<file path="src/rtl/cnn_layer_accel_pfb_rd_seq.sv">
// Read sequencer for the prefetch buffer: walks one expanded input map in raster
// order, pacing each row on row_avail from the fetch side or on cncl_fetch_req.
module cnn_layer_accel_pfb_rd_seq #(
    parameter int C_CLG2_ROW_BUF_BRAM_DEPTH = 10
) (
    input  logic                                 rd_clk,
    input  logic                                 rst,
    input  logic                                 start,
    input  logic [C_CLG2_ROW_BUF_BRAM_DEPTH-1:0] num_cols,
    input  logic [C_CLG2_ROW_BUF_BRAM_DEPTH-1:0] num_rows,
    input  logic                                 row_avail,
    input  logic                                 cncl_fetch_req,
    input  logic                                 stall,
    input  logic                                 abort,
    output logic                                 rd_en,
    output logic [C_CLG2_ROW_BUF_BRAM_DEPTH-1:0] input_col,
    output logic [C_CLG2_ROW_BUF_BRAM_DEPTH-1:0] input_row,
    output logic                                 next_row,
    output logic                                 rst_addr,
    output logic                                 row_ack,
    output logic                                 job_done,
    output logic                                 busy
);

    localparam int W = C_CLG2_ROW_BUF_BRAM_DEPTH;
    localparam logic [W-1:0] ONE = 1;

    typedef enum logic [2:0] {
        S_IDLE,
        S_WAIT_ROW,
        S_READ_ROW,
        S_ROW_END,
        S_DONE
    } state_t;

    state_t       r_state, w_state_nxt;
    logic [W-1:0] r_num_cols, r_num_rows, w_num_cols_nxt, w_num_rows_nxt;
    logic [W-1:0] r_col, r_row, w_col_nxt, w_row_nxt;
    logic         r_row_end, r_row_ack, r_job_done, r_busy;
    logic         w_row_ack_nxt;
    logic         w_rd_en;

    assign w_rd_en   = (r_state == S_READ_ROW) && !stall;
    assign rd_en     = w_rd_en;
    assign input_col = r_col;
    assign input_row = r_row;
    assign next_row  = r_row_end;
    assign rst_addr  = r_row_end;
    assign row_ack   = r_row_ack;
    assign job_done  = r_job_done;
    assign busy      = r_busy;

    // Next-state and coordinate logic; abort overrides everything, including start.
    always_comb begin
        w_state_nxt    = r_state;
        w_num_cols_nxt = r_num_cols;
        w_num_rows_nxt = r_num_rows;
        w_col_nxt      = r_col;
        w_row_nxt      = r_row;
        w_row_ack_nxt  = 1'b0;
        if (abort) begin
            w_state_nxt = S_IDLE;
            w_col_nxt   = '0;
            w_row_nxt   = '0;
        end else begin
            case (r_state)
                S_IDLE: begin
                    if (start) begin
                        w_num_cols_nxt = num_cols;
                        w_num_rows_nxt = num_rows;
                        w_col_nxt      = '0;
                        w_row_nxt      = '0;
                        w_state_nxt    = S_WAIT_ROW;
                    end
                end
                S_WAIT_ROW: begin
                    // A cancelled fetch leaves row_avail pending for the next row.
                    if (cncl_fetch_req) begin
                        w_state_nxt = S_READ_ROW;
                    end else if (row_avail) begin
                        w_row_ack_nxt = 1'b1;
                        w_state_nxt   = S_READ_ROW;
                    end
                end
                S_READ_ROW: begin
                    if (w_rd_en) begin
                        if (r_col == r_num_cols) begin
                            w_state_nxt = S_ROW_END;
                        end else begin
                            w_col_nxt = r_col + ONE;
                        end
                    end
                end
                S_ROW_END: begin
                    w_col_nxt = '0;
                    if (r_row == r_num_rows) begin
                        w_state_nxt = S_DONE;
                    end else begin
                        w_row_nxt   = r_row + ONE;
                        w_state_nxt = S_WAIT_ROW;
                    end
                end
                S_DONE: begin
                    w_col_nxt   = '0;
                    w_row_nxt   = '0;
                    w_state_nxt = S_IDLE;
                end
                default: begin
                    w_col_nxt   = '0;
                    w_row_nxt   = '0;
                    w_state_nxt = S_IDLE;
                end
            endcase
        end
    end

    // Status pulses are registered from the next state so they line up with it.
    always_ff @(posedge rd_clk) begin
        if (rst) begin
            r_state    <= S_IDLE;
            r_num_cols <= '0;
            r_num_rows <= '0;
            r_col      <= '0;
            r_row      <= '0;
            r_row_end  <= 1'b0;
            r_row_ack  <= 1'b0;
            r_job_done <= 1'b0;
            r_busy     <= 1'b0;
        end else begin
            r_state    <= w_state_nxt;
            r_num_cols <= w_num_cols_nxt;
            r_num_rows <= w_num_rows_nxt;
            r_col      <= w_col_nxt;
            r_row      <= w_row_nxt;
            r_row_end  <= (w_state_nxt == S_ROW_END);
            r_row_ack  <= w_row_ack_nxt;
            r_job_done <= (w_state_nxt == S_DONE);
            r_busy     <= (w_state_nxt != S_IDLE);
        end
    end

endmodule

</file>
<file path="config.mk">
export PLATFORM = sky130hd
export DESIGN_NAME = cnn_layer_accel_pfb_rd_seq
export DESIGN_NICKNAME = d
export VERILOG_FILES = /design/src/rtl/cnn_layer_accel_pfb_rd_seq.sv
export SDC_FILE = /design/constraint.sdc
export NUM_CORES = 1
export LEC_CHECK = 0
export BUFFER_PORTS_ARGS = -buffer_cell sky130_fd_sc_hd__clkbuf_2
export CAP_MARGIN = 10
export CELL_PAD_IN_SITES_DETAIL_PLACEMENT = 1
export CELL_PAD_IN_SITES_GLOBAL_PLACEMENT = 2
export CORE_UTILIZATION = 29
export CTS_CLUSTER_SIZE = 28
export DETAILED_ROUTE_END_ITERATION = 12
export PLACE_DENSITY_LB_ADDON = 0.1
export REMOVE_ABC_BUFFERS = 1
export SLEW_MARGIN = 20
export SYNTH_ARGS = -nofsm -noshare
export SYNTH_HDL_FRONTEND = slang
export SYNTH_SLANG_ARGS = --single-unit
</file>
<file path="constraint.sdc">
create_clock -name rd_clk -period 1.61 [get_ports rd_clk]
set_clock_uncertainty 0.15 [all_clocks]
set_input_delay 0.322 -clock rd_clk [delete_from_list [all_inputs] [get_ports rd_clk]]
set_output_delay 0.322 -clock rd_clk [all_outputs]
set_load 0.1 [all_outputs]
</file>
==> metrics.yaml <==
outcome:
  outcome: "complete, but fails checks"
  violations: "negative setup slack"
clock_network:
  cts_root_buffer: "clkbuf_8"
  cts_tree: "built"
  holdBufCountCts: 0
  cts_num_sinks: 47
  clk_pin_slew_worst_paths_ns: 0.09
  clockBufferDepth: 2
  htreeDepth: 2
  insertion_delay_ns: 0.30
  cts_buffers: 5
die:
  io_pins: 53
  rows: 32
  start_util_pct: 30.4
  die_y_um: 92.7
  core-area_mm2: 0.00785
  die_area_mm2: 0.00860
  die_x_um: 92.7
drt:
  drt_first_pass_iters: 4
  wl_per_cell_um: 15.4
  vias_per_cell: 4.85
  ant_nets: 0
  dr.first_iter.drc_count: 91
  wirelength_um: 7510
  drc_errors: 0
  vias: 2373
yosys:
  synth_top_area_share_pct: 39.4
  yosys_warnings: 0
  ys_types: 47
  synthArstFlopShare_pct: 0
  ys_seq_elements: 47
  yosys.area.top_type: "dfxtp_1"
  ys.flop_type: "dfxtp_1"
  netlist_instances: 261
  synth_enable_flop_cells: 0
  avgSynthCellArea_um2: 9.15
  ys_seq_area_share_pct: 39.4
  syn-cell-area_mm2: 0.00239
  synthTopCellsByArea: "dfxtp_1, mux2i_1, nor2_1"
  synth.most_common_cell: "dfxtp_1"
  synthTopCellsByCount: "dfxtp_1, nor2_1, mux2i_1, nand2_1, nand3_1"
flow_run:
  max-cap-violations: 0
layout:
  nets: 415
  syn2layout_area_growth_pct: 70.2
  n_antenna_cell: 0
  layout-drive-gt1-share_pct: 50.1
  final_area_mm2: 0.00406
  fillers: 904
  stdcell_count: 489
critical_path:
  required_ns: 1.71
  worst-setup-path-type: "reg2reg"
  cp-start-kind: "flip-flop"
  cp-end-kind: "flip-flop"
  crit_path_max_fanout: 7
  arrival_ns: 2.00
sta:
  finalHoldViolations: 0
  drv_slew: 0
  rsz0062_at_grt: "yes"
  maxSlewHeadroom_pct: 73.7
  fmax_mhz: 527
  whs_ns: 0.0975
  period_share_pct: 118
  tns_ns: -4.55
  period_needed_ns: 1.90
  tightest_slew_ns: 0.392
  setup_violations: 26
  setup_slack_ns: -0.289
placed_design:
  dp.cells: 463
  io_buffer_count: 52
  gp_congestion: 0.813
  placed_cell_area_mm2: 0.00351
  dpl.hpwl_um: 5310
power_and_ir_drop:
  finalPower_mw: 2.49
  cellLeakagePower_nw: 1.70
  max-vdd-ir-drop_uv: 362
  powerDensity_mw_per_mm2: 614
global_routing:
  grt_overflow: 0
  grt_start_max_net_pins: 21
  grt_pass1_vias: 2481
  grt_usage_pct: 18.6
  grt_pass1_wl_um: 12500
  antenna_found_initial: 0
worst_hold_path:
  min_path_type: "in2reg"
[final cells by class]
| class | count | area (µm²) | share of cell area [%] |
|---|---|---|---|
| Clock buffer | 7 | 96.3 | 2.37 |
| Clock inverter | 1 | 7.51 | 0.185 |
| Inverter | 7 | 26.3 | 0.647 |
| Multi-Input combinational cell | 192 | 1560 | 38.3 |
| Sequential cell | 47 | 962 | 23.7 |
| Tap cell | 102 | 128 | 3.14 |
| Timing Repair Buffer | 133 | 1290 | 31.7 |
[logic make-up (layout without fill, tap and decap cells)]
family          Yosys count  in the layout  synth area share, %
buf+inv                  22            148                 4.56
mux                      25             25                 10.5
flops                    47             47                 39.4
xor+xnor                 20             20                 7.34
compound gates           40             40                 14.4
simple gates            105            105                 22.8
fa+ha+maj                 2              2                 1.05
[routing by layer]
metal / vias to the layer above / GRT usage [%] / wire length, µm
li1: 1165 / - / -
met1: 1158 / 24.9 / 3630
met2: 44 / 31.0 / 3540
met3: 6 / 2.87 / 264
met4: 0 / 4.74 / 71
met5: - / 0 / 0
[report_power, final]
group,switching [mW],internal (mW)
registers,0.0248,1.19
logic,0.232,0.237
clock network,0.419,0.391
total,0.676,1.82
[registers in the layout, summed over array words and instances, names as in the netlist]
signal and cells:
row_ack 1, input_col 10, r_num_cols 10, input_row 10, job_done 1, r_num_rows 10, busy 1, r_state 3
next_row 1
[layout by cell type, fill, tap and decap left out, types with 4 or more instances in the layout]
master	Yosys	final
xor2_1	10	7
buf_12	0	22
dfxtp_1	47	34
dfxtp_2	0	11
mux2i_1	25	24
a2111o_1	5	5
nand3_1	12	10
clkbuf_2	0	26
o21ai_1	1	4
buf_4	1	67
clkbuf_8	0	7
xnor2_2	0	6
buf_6	2	15
inv_1	7	5
nand4_1	9	9
a21oi_1	8	5
nand2b_1	8	7
nor2_1	32	32
xnor2_1	10	4
nand2_1	24	23
[path summary, 6_finish.rpt]
check                                   start            end  slack [ns]  cells after the start
worst min-delay path              num_cols[6]  r_num_cols[6]         0.1                      3
worst max-delay path            r_num_rows[4]   input_row[9]       -0.29                      6
worst max register to register  r_num_rows[4]   input_row[9]       -0.29                      6
worst min register to register     r_state[2]     r_state[0]        0.33                      1
[worst max-delay path, cell delays in order (launching register included)]
cell	delay, ns
dfxtp_2	0.34
xor2_2	0.18
nor4_4	0.43
a41oi_4	0.26
buf_6	0.19
a21bo_2	0.19
a21oi_2	0.10
[repair_timing]
action	CTS	global route
pin swaps	18	25
cloned	2	0
setup endpoints to repair	46	46
buffers inserted	20	2
hold endpoints to repair	0	0
gates resized for setup	54	32
[stage by stage]
step           setup WS (ns)  util, %
2_1_floorplan          -2.29        -
3_3_place_gp          -0.255     44.8
3_5_place_dp          -0.288     44.8
4_1_cts               -0.268     50.9
5_1_grt               -0.371     51.8
6_report              -0.289     51.8
(Power assumes the default switching activity.)
